### src/rtl/xor_ram_ctrl.sv
// Command sequencer for the dual-bank XOR bit RAM: two valid/ready channels, 2-cycle response latency.
// Full throughput per channel; ready drops for clear sweeps and same-address A/B collisions (A wins).
module xor_ram_ctrl #(
  parameter int DEPTH      = 512,
  parameter int ADDR_WIDTH = $clog2(DEPTH)
) (
  input  logic                  clk,
  input  logic                  rst,
  input  logic                  cmd_valid_a,
  output logic                  cmd_ready_a,
  input  logic [1:0]            cmd_op_a,
  input  logic [ADDR_WIDTH-1:0] cmd_addr_a,
  output logic                  rsp_valid_a,
  output logic                  rsp_data_a,
  input  logic                  cmd_valid_b,
  output logic                  cmd_ready_b,
  input  logic [1:0]            cmd_op_b,
  input  logic [ADDR_WIDTH-1:0] cmd_addr_b,
  output logic                  rsp_valid_b,
  output logic                  rsp_data_b,
  input  logic                  clear_req,
  output logic                  busy,
  output logic                  clear_done,
  output logic                  ram_rst,
  output logic                  ram_wr_a,
  output logic [ADDR_WIDTH-1:0] ram_addr_a,
  input  logic                  ram_q_a,
  output logic                  ram_wr_b,
  output logic [ADDR_WIDTH-1:0] ram_addr_b,
  input  logic                  ram_q_b
);

  typedef enum logic [1:0] {ST_CLEAR, ST_RUN, ST_DRAIN} state_t;

  localparam logic [1:0] OP_READ = 2'd0;
  localparam logic [1:0] OP_SET  = 2'd1;
  localparam logic [1:0] OP_CLR  = 2'd2;
  localparam logic [1:0] OP_FLIP = 2'd3;
  localparam logic [ADDR_WIDTH-1:0] LAST_ADDR = ADDR_WIDTH'(DEPTH - 1);

  state_t                r_state;
  state_t                w_state_nxt;
  logic [ADDR_WIDTH-1:0] r_ctr;
  logic                  r_clear_done;

  logic                  r_s1_vld_a, r_s1_vld_b;
  logic [1:0]            r_s1_op_a, r_s1_op_b;
  logic [ADDR_WIDTH-1:0] r_s1_addr_a, r_s1_addr_b;
  logic                  r_rsp_vld_a, r_rsp_vld_b;
  logic                  r_rsp_dat_a, r_rsp_dat_b;

  logic                  w_run;
  logic                  w_acc_a, w_acc_b;
  logic                  w_sweep_end;

  // Toggle needed so the stored bit ends up at the op's target value.
  function automatic logic f_toggle(input logic [1:0] op, input logic q);
    case (op)
      OP_READ: f_toggle = 1'b0;
      OP_SET:  f_toggle = ~q;
      OP_CLR:  f_toggle = q;
      OP_FLIP: f_toggle = 1'b1;
      default: f_toggle = 1'b0;
    endcase
  endfunction

  assign w_run       = (r_state == ST_RUN);
  assign w_sweep_end = (r_state == ST_CLEAR) && (r_ctr == LAST_ADDR);
  assign cmd_ready_a = w_run & ~clear_req;
  assign cmd_ready_b = cmd_ready_a & ~(cmd_valid_a & (cmd_addr_a == cmd_addr_b));
  assign w_acc_a     = cmd_valid_a & cmd_ready_a;
  assign w_acc_b     = cmd_valid_b & cmd_ready_b;

  always_comb begin
    w_state_nxt = r_state;
    case (r_state)
      ST_CLEAR: if (w_sweep_end) w_state_nxt = ST_RUN;
      ST_RUN:   if (clear_req) w_state_nxt = ST_DRAIN;
      ST_DRAIN: if (!r_s1_vld_a && !r_s1_vld_b) w_state_nxt = ST_CLEAR;
      default:  w_state_nxt = ST_CLEAR;
    endcase
  end

  always_ff @(posedge clk or negedge rst) begin
    if (!rst) begin
      r_state      <= ST_CLEAR;
      r_ctr        <= '0;
      r_clear_done <= 1'b0;
    end else begin
      r_state      <= w_state_nxt;
      r_clear_done <= w_sweep_end;
      if (r_state == ST_CLEAR && !w_sweep_end) r_ctr <= r_ctr + 1'b1;
      else                                     r_ctr <= '0;
    end
  end

  always_ff @(posedge clk or negedge rst) begin
    if (!rst) begin
      r_s1_vld_a  <= 1'b0;
      r_s1_op_a   <= OP_READ;
      r_s1_addr_a <= '0;
      r_s1_vld_b  <= 1'b0;
      r_s1_op_b   <= OP_READ;
      r_s1_addr_b <= '0;
      r_rsp_vld_a <= 1'b0;
      r_rsp_dat_a <= 1'b0;
      r_rsp_vld_b <= 1'b0;
      r_rsp_dat_b <= 1'b0;
    end else begin
      r_s1_vld_a  <= w_acc_a;
      r_s1_vld_b  <= w_acc_b;
      if (w_acc_a) begin
        r_s1_op_a   <= cmd_op_a;
        r_s1_addr_a <= cmd_addr_a;
      end
      if (w_acc_b) begin
        r_s1_op_b   <= cmd_op_b;
        r_s1_addr_b <= cmd_addr_b;
      end
      r_rsp_vld_a <= r_s1_vld_a;
      r_rsp_dat_a <= r_s1_vld_a & ram_q_a;
      r_rsp_vld_b <= r_s1_vld_b;
      r_rsp_dat_b <= r_s1_vld_b & ram_q_b;
    end
  end

  // S1 is always empty during the sweep, so the address mux never steals a live op.
  assign ram_rst     = (r_state == ST_CLEAR);
  assign ram_addr_a  = ram_rst ? r_ctr : r_s1_addr_a;
  assign ram_addr_b  = ram_rst ? r_ctr : r_s1_addr_b;
  assign ram_wr_a    = r_s1_vld_a & f_toggle(r_s1_op_a, ram_q_a);
  assign ram_wr_b    = r_s1_vld_b & f_toggle(r_s1_op_b, ram_q_b);

  assign busy        = ~w_run;
  assign clear_done  = r_clear_done;
  assign rsp_valid_a = r_rsp_vld_a;
  assign rsp_data_a  = r_rsp_dat_a;
  assign rsp_valid_b = r_rsp_vld_b;
  assign rsp_data_b  = r_rsp_dat_b;

endmodule
### config.mk
export PLATFORM = sky130hd
export DESIGN_NAME = xor_ram_ctrl
export DESIGN_NICKNAME = d
export VERILOG_FILES = /design/src/rtl/xor_ram_ctrl.sv
export SDC_FILE = /design/constraint.sdc
export NUM_CORES = 1
export LEC_CHECK = 0
export ABC_AREA = 1
export BUFFER_PORTS_ARGS = -buffer_cell sky130_fd_sc_hd__buf_2
export CORE_MARGIN = 2
export CORE_UTILIZATION = 40
export DETAILED_ROUTE_END_ITERATION = 10
export MAX_ROUTING_LAYER = met4
export PLACE_DENSITY = 0.61
export SETUP_SLACK_MARGIN = 0.5
export SKIP_LAST_GASP = 1
export SYNTH_ARGS = -nofsm -noshare
export SYNTH_HDL_FRONTEND = slang
export SYNTH_SLANG_ARGS = --single-unit
### constraint.sdc
create_clock -name clk -period 2.3 [get_ports clk]
set_clock_uncertainty 0.1 [all_clocks]
set_input_delay 0.115 -clock clk [delete_from_list [all_inputs] [get_ports clk]]
set_output_delay 0.115 -clock clk [all_outputs]
set_load 0.02 [all_outputs]
---- Word level (Yosys, flattened, before mapping) ----
Cells that the tools add are included.
operators by class
  $add $sub $neg .......................... 1
  bitwise operators ....................... 14
  eq/ne operators ......................... 13
  reductions and logical operators ........ 10
  muxes and demuxes ....................... 9
operators by type and width
  cell                 number
  $mux 9               3
  $eq 2x2->1 const B   5
  $add 9x1->9 const B  1
  $and 1x1->1          9
  $eq 9x9->1           1
  $eq 9x9->1 const B   1
  $pmux 1 s4           2
  $eq 2x1->1 const B   3
  $logic_not 2->1      3
  $mux 2               3
  $pmux 2 s3           1
  $not 1->1            5
  $ne 2x2->1 const B   2
  $logic_and 1x1->1    3
  $logic_not 1->1      3
  $reduce_and 3->1     1
  $ne 2x1->1 const B   1
storage, ports and cells
  output and inout port bits .............. 29
  bits of input ports ..................... 29
  word-level logic and storage cells ...... 60
  register bits after elaboration ......... 40

---- Longest topological paths before layout ----
Gate-level depths: netlist (run 1).
  depth after elaboration ................. 5
  gate-level depth with buffers ........... 11
  depth with buffers taken out ............ 11

---- Worst setup path before layout (run 1) ----
Ideal clock, no wire load.
  path kind ............................... register -> register
  start ................................... register r_ctr[0]
  end ..................................... register r_ctr[3]
  path buffers ............................ 0
  arrival time ............................ 1543 ps
  data required time ...................... 2123 ps
  stages on the path, launching flop included .. 12
  library setup time ...................... 77 ps
  setup slack ............................. 580 ps
  clock period less this slack ............ 1720 ps
  cell sequence ........................... dfrtp_1 -> ha_1 -> nand2_1 -> inv_1 -> nand2_1 -> nor2_1 -> nand3_1 -> nor2_1 -> ha_1 -> nor2_1 -> o21ai_0 -> a21oi_1
on the way
  cells in the longest elaborated chain, start to end .. 5
  elaborated cells between the ends (all ways) .. 6
  classes of those cells .................. add/sub: 1; eq/ne: 1; mux: 1; reduce/logical: 3
ends and longest elaborated chain
  what                                                 line  source
  start: declaration                                   43    logic [ADDR_WIDTH-1:0] r_ctr;
  start signal: assignment                             92    if (r_state == ST_CLEAR && !w_sweep_end) r_ctr <= r_ctr + 1'b1;
  branches (longest 4 deep; another with $add 9x1->9)  --
  $mux 9 (*)                                           92
Mark *: on every way between the ends.
A chain may end at the register's enable or synchronous reset.

---- Final worst setup path (run 1) ----
  start ................................... register r_ctr[0]
  end ..................................... register r_ctr[4]
Same word-level chain as after synthesis.

==> results of run 1 <==
[power by group through the flow]
| stage | registers [mW] | logic (mW) | clock network (mW) |
|---|---|---|---|
| after floorplan | 0.737 | 0.0352 | 0 |
| after global placement | 0.740 | 0.0865 | 0 |
| after detailed placement | 0.740 | 0.0878 | 0 |
| after CTS | 0.726 | 0.119 | 0.457 |
| after global routing | 0.728 | 0.137 | 0.483 |
| final | 0.727 | 0.119 | 0.445 |
[flip-flops by register name, indices dropped and copies added, names as in the netlist]
register / flops
r_s1_op_a: 2
r_ctr: 9
rsp_data_a: 1
rsp_valid_b: 1
r_s1_op_b: 2
r_s1_addr_b: 9
clear_done: 1
r_s1_addr_a: 9
rsp_data_b: 1
r_s1_vld_b: 1
r_s1_vld_a: 1
r_state: 2
rsp_valid_a: 1
[worst max-delay path by stage]
stage                             from                 end
floorplan           r_ctr[0]$_DFF_PN0_  r_ctr[3]$_DFF_PN0_
global placement    r_ctr[0]$_DFF_PN0_  r_ctr[7]$_DFF_PN0_
detailed placement  r_ctr[0]$_DFF_PN0_  r_ctr[7]$_DFF_PN0_
CTS                 r_ctr[0]$_DFF_PN0_  r_ctr[7]$_DFF_PN0_
global route        r_ctr[0]$_DFF_PN0_  r_ctr[4]$_DFF_PN0_
finish              r_ctr[0]$_DFF_PN0_  r_ctr[4]$_DFF_PN0_
[cell type report]
| cell class | instances | share of cell area, % |
|---|---|---|
| timing repair buffer | 91 | 22.1 |
| tap | 67 | 3.02 |
| timing repair inverter | 3 | 0.811 |
| clock inverter | 1 | 0.180 |
| clock buffer | 6 | 2.61 |
| inverter | 32 | 4.46 |
| sequential | 40 | 36.0 |
| multi-input combinational | 179 | 30.8 |
[cell usage in the layout, fill, tap and decap left out, types with 7 or more instances in the layout]
| cell | count |
|---|---|
| sky130_fd_sc_hd__inv_1 | 26 |
| sky130_fd_sc_hd__o21ai_0 | 8 |
| sky130_fd_sc_hd__buf_4 | 9 |
| sky130_fd_sc_hd__dlygate4sd3_1 | 24 |
| sky130_fd_sc_hd__o21ai_1 | 8 |
| sky130_fd_sc_hd__nand2_1 | 110 |
| sky130_fd_sc_hd__buf_2 | 57 |
| sky130_fd_sc_hd__a21oi_1 | 7 |
| sky130_fd_sc_hd__nand4_1 | 11 |
| sky130_fd_sc_hd__nor2_1 | 13 |
| sky130_fd_sc_hd__dfrtp_1 | 40 |
[stage by stage]
| step | util (%) | setup slack, ps | area (um^2) | hold WS (ps) | total power [mW] |
|---|---|---|---|---|---|
| 4_1_cts | 56.1 | 502 | 2670 | 7.49 | 1.30 |
| 6_report | 58.4 | 573 | 2780 | 30.4 | 1.29 |
| 5_1_grt | 58.4 | 456 | 2780 | 42.7 | 1.35 |
| 3_3_place_gp | 48.4 | 411 | 2300 | 197 | 0.826 |
| 3_5_place_dp | 48.4 | 368 | 2300 | 202 | 0.828 |
| 2_1_floorplan | - | 580 | 1970 | -281 | 0.773 |
[what timing repair did]
item,in CTS,in global routing
hold buffers,24,0
endpoints found under the hold margin,63,0
pin swaps,0,7
setup buffers,2,7
gates resized for setup,7,16
setup endpoints to repair,10,29
gates cloned,2,1
[worst max-delay path: stages, from the launching register on]
cell and delay, ps:
sky130_fd_sc_hd__dfrtp_1 400, sky130_fd_sc_hd__ha_2 200, sky130_fd_sc_hd__nand2_2 50, sky130_fd_sc_hd__inv_2 80
sky130_fd_sc_hd__nand2_4 60, sky130_fd_sc_hd__nor2_4 100, sky130_fd_sc_hd__nand3_2 80, sky130_fd_sc_hd__nor2_2 130
sky130_fd_sc_hd__ha_2 230, sky130_fd_sc_hd__nor2_4 60, sky130_fd_sc_hd__o21ai_0 70, sky130_fd_sc_hd__a21oi_1 50
[logic make-up (layout without fill, tap and decap cells)]
| kind of cell | Yosys count | count (layout) |
|---|---|---|
| flops | 40 | 40 |
| simple gates | 150 | 150 |
| buf+inv | 40 | 133 |
| xor+xnor | 2 | 2 |
| compound gates | 25 | 25 |
| fa+ha+maj | 2 | 2 |
[per-layer routing]
| metal | share of wire [%] | GRT usage (%) |
|---|---|---|
| met4 | 1.6 | 6.55 |
| met1 | 46 | 25.5 |
| met2 | 48 | 33.1 |
| met3 | 4.5 | 4.61 |
| met5 | 0 | - |
==> metrics, run 1 <==
fraction of synthesized cell area taken by the top area cell type 50.7%; Port Buf Inserts 57; count of flip-flops with a built-in enable after synthesis 0; Vert. Die Dim 74.2 um; category of the most critical setup path flop to flop; starting density of the core 41.5%; clock tree from TritonCTS built; clock period minus final worst setup slack 1730 ps; HP Class primary input to flop; count of placed standard cells including taps 376; number of vias in the routed layout 1935; sequential share of the synthesized area 50.7%; portion of total power attributed to combinational logic 9.2%; average wire length per cell after detail routing 12.1 um; Vias per Instance 4.62; area enclosed by the die boundary 5510 um^2; top cells by instance count after synthesis sky130_fd_sc_hd__nand2_1 (112), sky130_fd_sc_hd__dfrtp_1 (40), sky130_fd_sc_hd__inv_1 (30); share of the clock period used by the worst path 75.1%; hold path startpoint cmd_addr_b[1]; floorplan die width 74.2 um; Final setup violation count 0; total core area 4750 um^2; multi-input logic area 856 um^2; reported leakage power 1.61 nW; signal arrival time at the worst endpoint 1810 ps; DRT iter0 DRCs 135; r2r startpoint r_ctr[0]$_DFF_PN0_; post-synthesis cell type with the largest combined area sky130_fd_sc_hd__dfrtp_1; setup slack of the most critical reg-to-reg path 570 ps; Synth Area in Adders 1.27%; Max-Slew Margin vs Limit 39.0%; hold depth 3; kind of capture point of the worst setup path flop; Inserted Clock Buffers 5; post-route DRC violation count 0; Synth Area in XOR/XNOR 0.888%; fraction of layout cells with a size suffix above 1 27.8%; sequential power share 56.3%; CTS sink cnt 40; unrepaired setup endpoints after global routing true; terminus of the critical flop-to-flop path r_ctr[4]$_DFF_PN0_; number of buffers on the longest clock path 2; number of nets with antenna violations after routing 0; grt ovf 0; H-tree level count 2; post-synthesis cell count 259; IR Drop Worst-Case VDD 0.277 mV; Unique masters post-synth 24; average instance area after synthesis 7.62 um^2; clock power share 34.5%; total of max-cap violations 0; largest net degree at the start of global routing 41; commonest register cell after synthesis sky130_fd_sc_hd__dfrtp_1; worst skew pair latency 290 ps; total standard cell area after synthesis 1970 um^2; end point of the worst hold path r_s1_addr_b[1]$_DFFE_PN0P_; Tightest Pin Transition 915 ps; clock transition at the register clock pins on the worst setup and hold paths after CTS 70 ps; FF-to-FF path depth 11; final net count 383; Syn-to-layout area delta 40.8%; complex-gate fraction of the synthesized area 6.53%; Async SR Flop Fraction 100%; maximum clock rate 0.579 GHz; row cnt 25; aggregate negative setup slack 0 ps; data required time at the worst endpoint 2380 ps; weighted congestion reported at the end of routability-driven placement 0.794; multiplexer share of the synthesized area 0%; Power Density 465 nW/um^2; flip-flop and latch count after synthesis 40; final hold violations 0; DRT Wirelength 5.05 mm; fill cell count 465; top-level I/O count 58; biggest area contributors in the synthesized netlist sky130_fd_sc_hd__dfrtp_1 (51%), sky130_fd_sc_hd__nand2_1 (21%), sky130_fd_sc_hd__inv_1 (5.7%), sky130_fd_sc_hd__nand4_1 (3.5%), sky130_fd_sc_hd__nor2_1 (3.4%); final instance count without filler cells 419; sort of element at the start of the critical path flop; net count after synthesis 290; Syn. warnings 0; dominant combinational cell family by area after synthesis simple AND/OR/NAND/NOR gates; net switching power of the design 0.306 mW; post-synthesis simple-gate area fraction 32.0%; Sequential cell area 1000 um^2; internal portion of total power 0.985 mW; antenna cell count 0; first-pass GRT wire length 8.25 mm; max-slew violation count 0; outcome finished clean; largest fanout on the critical path 6; number of iterations in the first detailed-routing pass 4; share of total power consumed by net switching 23.7%; number of global-route vias before repair 1836; most frequent cell after synthesis sky130_fd_sc_hd__nand2_1; number of antenna violations at the first check in global routing 0; Root Buffer Master sky130_fd_sc_hd__clkbuf_8; total global routing track utilization 20.4%; HPWL after detailed placement 3.31 mm
(Power assumes the default switching activity.)
==> run 2, diff against run 1 <==
Settings changed: PLACE_DENSITY 0.61 to 0.64.
Clock period 2.3 ns to 1.4 ns, I/O delays scaled along.
==> metrics, run 2 (synthesized netlist as in run 1, its figures left out) <==
CTS sink cnt 40 (unchanged); floorplan die width 74.2 um (unchanged); first-pass GRT wire length 10.2 mm (+23%); HP Class primary input to flop; final net count 420 (+9.7%); tightest hold margin 70.1 ps (+39.8 ps); category of the most critical setup path flop to flop; total global routing track utilization 25.7% (+5.2 points); maximum clock rate 0.574 GHz (-0.89%); data required time at the worst endpoint 1520 ps (-860 ps); Root Buffer Master sky130_fd_sc_hd__clkbuf_8; area enclosed by the die boundary 5510 um^2 (unchanged); Power Density 649 nW/um^2 (+40%); top-level I/O count 58 (unchanged); sort of element at the start of the critical path flop; Worst Setup Slack, final -342 ps (-916 ps); largest fanout on the critical path 6 (unchanged); reported leakage power 2.05 nW (+27%); IR Drop Worst-Case VDD 0.461 mV (+66%); Top Registers r_ctr (9), r_s1_addr_a (9), r_s1_addr_b (9); most common cell after layout, fill and taps aside sky130_fd_sc_hd__nand2_1; most used cells in the layout excluding fill and tap cells sky130_fd_sc_hd__nand2_1 (61), sky130_fd_sc_hd__buf_6 (46), sky130_fd_sc_hd__nand2_2 (41); violated checks negative setup slack; final instance count without filler cells 457 (+9.1%); Inserted Clock Buffers 5 (unchanged); clock period minus final worst setup slack 1740 ps (+15.6 ps); Vias per Instance 4.93 (+6.8%); DRT iter0 DRCs 160 (+19%); total of max-cap violations 0 (unchanged); antenna cell count 0 (unchanged); max incr delay on CP 410 ps (about the same); starting density of the core 41.5% (unchanged); worst skew pair latency 300 ps (about the same); number of global-route vias before repair 2225 (+21%); Syn-to-layout area delta 85.9%; signal arrival time at the worst endpoint 1860 ps (+50 ps); kind of capture point of the worst setup path flop; unrepaired setup endpoints after global routing true; grt ovf 0 (unchanged); clock transition at the register clock pins on the worst setup and hold paths after CTS 80 ps (about the same); Final setup violation count 57 (+57); fill cell count 304 (-35%); average wire length per cell after detail routing 15.4 um (+27%); largest net degree at the start of global routing 41 (unchanged); outcome complete, but fails checks; number of antenna violations at the first check in global routing 0 (unchanged); power consumption 2.38 mW (+84%); Vert. Die Dim 74.2 um (unchanged); total core area 4750 um^2 (unchanged); number of nets with antenna violations after routing 0 (unchanged); max-slew violation count 0 (unchanged); number of buffers on the longest clock path 2 (unchanged); Critical Path, Cell by Cell ha_2 > nand2_2 > inv_2 > nand2_4 > nor2_4 > nand3_2 > nor2_4 > ha_4 > nor2_4 > o21ai_2 > a21oi_1; HPWL after detailed placement 3.47 mm (+4.7%); worst slack, placed -268 ps (-636 ps); Max-Slew Margin vs Limit 79.6% (+41 points); clock tree from TritonCTS built; number of iterations in the first detailed-routing pass 4 (unchanged); row cnt 25 (unchanged); count of placed standard cells including taps 389 (+3.5%); DRT Wirelength 7.02 mm (+39%); H-tree level count 2 (unchanged); number of vias in the routed layout 2255 (+17%); share of the clock period used by the worst path 124% (+49 points); fraction of layout cells with a size suffix above 1 50.3% (+22 points); post-route DRC violation count 0 (unchanged); Port Buf Inserts 57 (unchanged); final hold violations 0 (unchanged); Tightest Pin Transition 305 ps (-610 ps); slowest CP cell sky130_fd_sc_hd__dfrtp_1; Critical Path Most Common Cell sky130_fd_sc_hd__nor2_4; weighted congestion reported at the end of routability-driven placement 0.801 (+0.87%)
-- run 2: power breakdown --
group	total (mW)	internal, mW	switching [mW]
logic	0.228	0.114	0.113
registers	1.20	1.18	0.0250
clock network	0.947	0.529	0.418
-- run 2: area by class of cell --
type	count	area [um^2]	share of cell area (%)
repair buffers	126	1160	31.5
multi-input cells	182	1150	31.3
flip-flops and latches	40	1000	27.3
inverters	32	148	4.03
well taps	67	83.8	2.29
clock buffers	6	72.6	1.98
clock inverters	2	35.0	0.955
repair inverters	2	22.5	0.614
-- run 2: routing by layer --
metal | vias up | share of wire (%) | routed length [um] | global-route usage, %
met1 | 1100 | 41 | 2860 | 29.6
met4 | 0 | 2.6 | 181 | 10.7
met3 | 19 | 3.4 | 241 | 4.61
met5 | - | 0 | 0 | -
met2 | 74 | 53 | 3730 | 44.1
li1 | 1062 | - | - | -
-- run 2: path summary, 6_finish.rpt --
path	start	to	slack, ps	cells after the start
setup / recovery	r_ctr[1]$_DFF_PN0_	r_ctr[3]$_DFF_PN0_	-340	11
max in group asynchronous	rst	r_ctr[3]$_DFF_PN0_	830	3
hold / removal	cmd_valid_a	r_s1_vld_a$_DFF_PN0_	70	3
min in group asynchronous	rst	rsp_valid_b$_DFF_PN0_	160	3
setup reg to reg	r_ctr[1]$_DFF_PN0_	r_ctr[3]$_DFF_PN0_	-340	11
hold reg to reg	r_s1_op_b[1]$_DFFE_PN0P_	r_s1_op_b[1]$_DFFE_PN0P_	390	2
-- run 2: what timing repair did --
item,4_1_cts,5_1_grt
hold endpoints to repair,65,0
buffers inserted,17,11
pin swaps,9,14
gates cloned,5,1
endpoints found under the setup margin,65,65
hold buffers,26,0
gates resized for setup,116,58
-- run 2: worst max-delay path: cells and delay by family (launching register included) --
family	cells	cell delay, ps
and+or+nand+nor	6	500
adders and majority gates	2	380
buffers and inverters	1	50
DFF	1	410
AOI/OAI and AO/OA	2	230
-- run 2: per-stage QoR --
step,TNS [ps],util (%),area [um^2]
CTS,-7070,70.8,3370
global route,-15400,77.1,3670
floorplan,-1750,-,2040
global placement,-2010,51.7,2460
finish,-12340,77.1,3670
detailed placement,-2830,51.7,2460
==> run 3, diff against run 2 <==
Settings changed: BUFFER_PORTS_ARGS -buffer_cell sky130_fd_sc_hd__buf_2 to not set, CTS_CLUSTER_DIAMETER set to 150, DONT_BUFFER_PORTS set to 1, PLACE_DENSITY 0.64 to 0.53.
==> metrics, run 3 (synthesized netlist as in run 1, its figures left out) <==
Vert. Die Dim 74.2 um (unchanged); share of total power consumed by net switching 19.2% (-4.2 points); Power Density 762 nW/um^2 (+17%); starting density of the core 41.5% (unchanged); clock period minus final worst setup slack 1840 ps (+98.9 ps); setup slack of the most critical reg-to-reg path -440 ps (-100 ps); data required time at the worst endpoint 1490 ps (-30 ps); clock tree from TritonCTS built; H-tree level count 2 (unchanged); DRT iter0 DRCs 80 (-50%); Max-Slew Margin vs Limit 78.0% (-1.7 points); Critical Path, Cell by Cell ha_2 > nand2_2 > inv_2 > nand2_2 > nor2_2 > nand3_2 > nor2_2 > ha_2 > nor2_4 > inv_2 > nor2_1; Syn-to-layout area delta 76.7%; portion of total power attributed to combinational logic 4.9% (-4.7 points); weighted congestion reported at the end of routability-driven placement 0.775 (-3.3%); Root Buffer Master sky130_fd_sc_hd__clkbuf_8; number of iterations in the first detailed-routing pass 4 (unchanged); FF-to-FF path depth 11 (unchanged); area enclosed by the die boundary 5510 um^2 (unchanged); Inserted Clock Buffers 5 (unchanged); reported leakage power 1.90 nW (-7.3%); average wire length per cell after detail routing 16.7 um (+8.8%); slowest CP cell sky130_fd_sc_hd__dfrtp_1; number of global-route vias before repair 1975 (-11%); Port Buf Inserts 0 (-100%); net switching power of the design 0.509 mW (-8.5%); CTS sink cnt 40 (unchanged); share of the clock period used by the worst path 132% (+7.1 points); internal portion of total power 2.15 mW (+18%); final hold violations 64 (+64); antenna cell count 0 (unchanged); finished layout cell area 3490 um^2 (-4.9%); HPWL after detailed placement 3.49 mm (+0.59%); total of max-cap violations 0 (unchanged); unrepaired setup endpoints after global routing true; largest net degree at the start of global routing 41 (unchanged); terminus of the critical flop-to-flop path r_ctr[0]$_DFF_PN0_; number of buffers on the longest clock path 2 (unchanged); max incr delay on CP 390 ps (-20 ps); grt ovf 0 (unchanged); max-slew violation count 0 (unchanged); Post-CTS Hold Fix Bufs 22 (-15%); r2r startpoint r_ctr[0]$_DFF_PN0_; Final setup violation count 55 (-3.5%); Vias per Instance 4.97 (+0.66%); Top Registers r_ctr (9), r_s1_addr_a (9), r_s1_addr_b (9); final net count 358 (-15%); worst skew pair latency 300 ps (about the same); maximum clock rate 0.543 GHz (-5.4%); outcome complete, but fails checks; kind of capture point of the worst setup path flop; sequential power share 45.5% (-5.1 points); Worst Setup Slack, final -441 ps (-98.9 ps); total global routing track utilization 24.7% (-1.0 points); first-pass GRT wire length 9.78 mm (-3.9%); most used cells in the layout excluding fill and tap cells sky130_fd_sc_hd__nand2_1 (47), sky130_fd_sc_hd__nand2_4 (47), sky130_fd_sc_hd__dfrtp_1 (38); total core area 4750 um^2 (unchanged); clock transition at the register clock pins on the worst setup and hold paths after CTS 80 ps (about the same); post-place instance area 2170 um^2 (-12%); number of vias in the routed layout 1962 (-13%); violated checks negative hold slack, negative setup slack; DRT Wirelength 6.60 mm (-6.0%); number of antenna violations at the first check in global routing 0 (unchanged); IR Drop Worst-Case VDD 0.432 mV (-6.1%); clock power share 49.6% (+9.8 points); fraction of layout cells with a size suffix above 1 47.6% (-2.7 points); top-level I/O count 58 (unchanged); floorplan die width 74.2 um (unchanged); row cnt 25 (unchanged); category of the most critical setup path flop to flop; aggregate negative setup slack -9140 ps (+3200 ps); HP Class primary input to asynchronous set/reset pin; Tightest Pin Transition 327 ps (+21.5 ps); signal arrival time at the worst endpoint 1930 ps (+70 ps); sort of element at the start of the critical path flop; tightest hold margin -647 ps (-718 ps); number of nets with antenna violations after routing 0 (unchanged); largest fanout on the critical path 6 (unchanged); post-route DRC violation count 0 (unchanged)
-- run 3: critical path, delay by kind of cell, from the launching register on --
kind          cells  cell delay (ps)
buf+inv           2              170
simple gates      7              640
flops             1              390
fa+ha+maj         2              440
-- run 3: stage by stage --
step	utilization (%)	total power, mW	setup slack [ps]	std cells
floorplan	-	1.27	-177	259
global placement	45.7	1.28	-191	334
detailed placement	45.7	1.28	-256	334
CTS	65.6	2.64	-258	387
global route	73.3	2.74	-525	395
finish	73.3	2.66	-441	395
-- run 3: metal layers --
metal | part of all wire (%) | vias to the layer above | GRT usage, % | wire (um)
met1 | 39 | 936 | 28.9 | 2590
met3 | 5.0 | 22 | 5.56 | 333
met5 | 0 | - | - | 0
met2 | 52 | 61 | 41.2 | 3450
li1 | - | 943 | - | -
met4 | 3.5 | 0 | 9.92 | 230
-- run 3: layout make-up --
| type | count | area (um^2) |
|---|---|---|
| fill | 338 | 1270 |
| inverter | 32 | 143 |
| timing repair buffer | 66 | 731 |
| clock inverter | 3 | 90.1 |
| clock buffer | 5 | 68.8 |
| sequential | 40 | 1000 |
| multi-input combinational | 182 | 1370 |
| tap | 67 | 83.8 |
-- run 3: how the worst max path moves through the flow --
stage,from,endpoint,slack [ps],cells after the start
3_3_place_gp,r_ctr[0]$_DFF_PN0_,r_ctr[3]$_DFF_PN0_,-190,11
4_1_cts,r_ctr[0]$_DFF_PN0_,r_ctr[3]$_DFF_PN0_,-260,11
5_1_grt,r_ctr[0]$_DFF_PN0_,r_ctr[8]$_DFF_PN0_,-530,11
6_report,r_ctr[0]$_DFF_PN0_,r_ctr[0]$_DFF_PN0_,-440,11
2_1_floorplan,r_ctr[0]$_DFF_PN0_,r_ctr[2]$_DFF_PN0_,-180,11
3_5_place_dp,r_ctr[0]$_DFF_PN0_,r_ctr[2]$_DFF_PN0_,-260,11
-- run 3: power groups by stage --
stage | Sequential (mW) | Combinational, mW | Clock (mW)
5_1_grt | 1.21 | 0.148 | 1.38
3_5_place_dp | 1.22 | 0.0629 | 0
6_report | 1.21 | 0.129 | 1.32
4_1_cts | 1.20 | 0.116 | 1.33
3_3_place_gp | 1.22 | 0.0619 | 0
2_1_floorplan | 1.21 | 0.0587 | 0
-- run 3: timing repair --
action                                 CTS  global route
buffers inserted                        17             7
gates cloned                             6             1
setup endpoints to repair               65            65
endpoints found under the hold margin   68            64
resized for setup                       95            79
pin swaps                               27            38
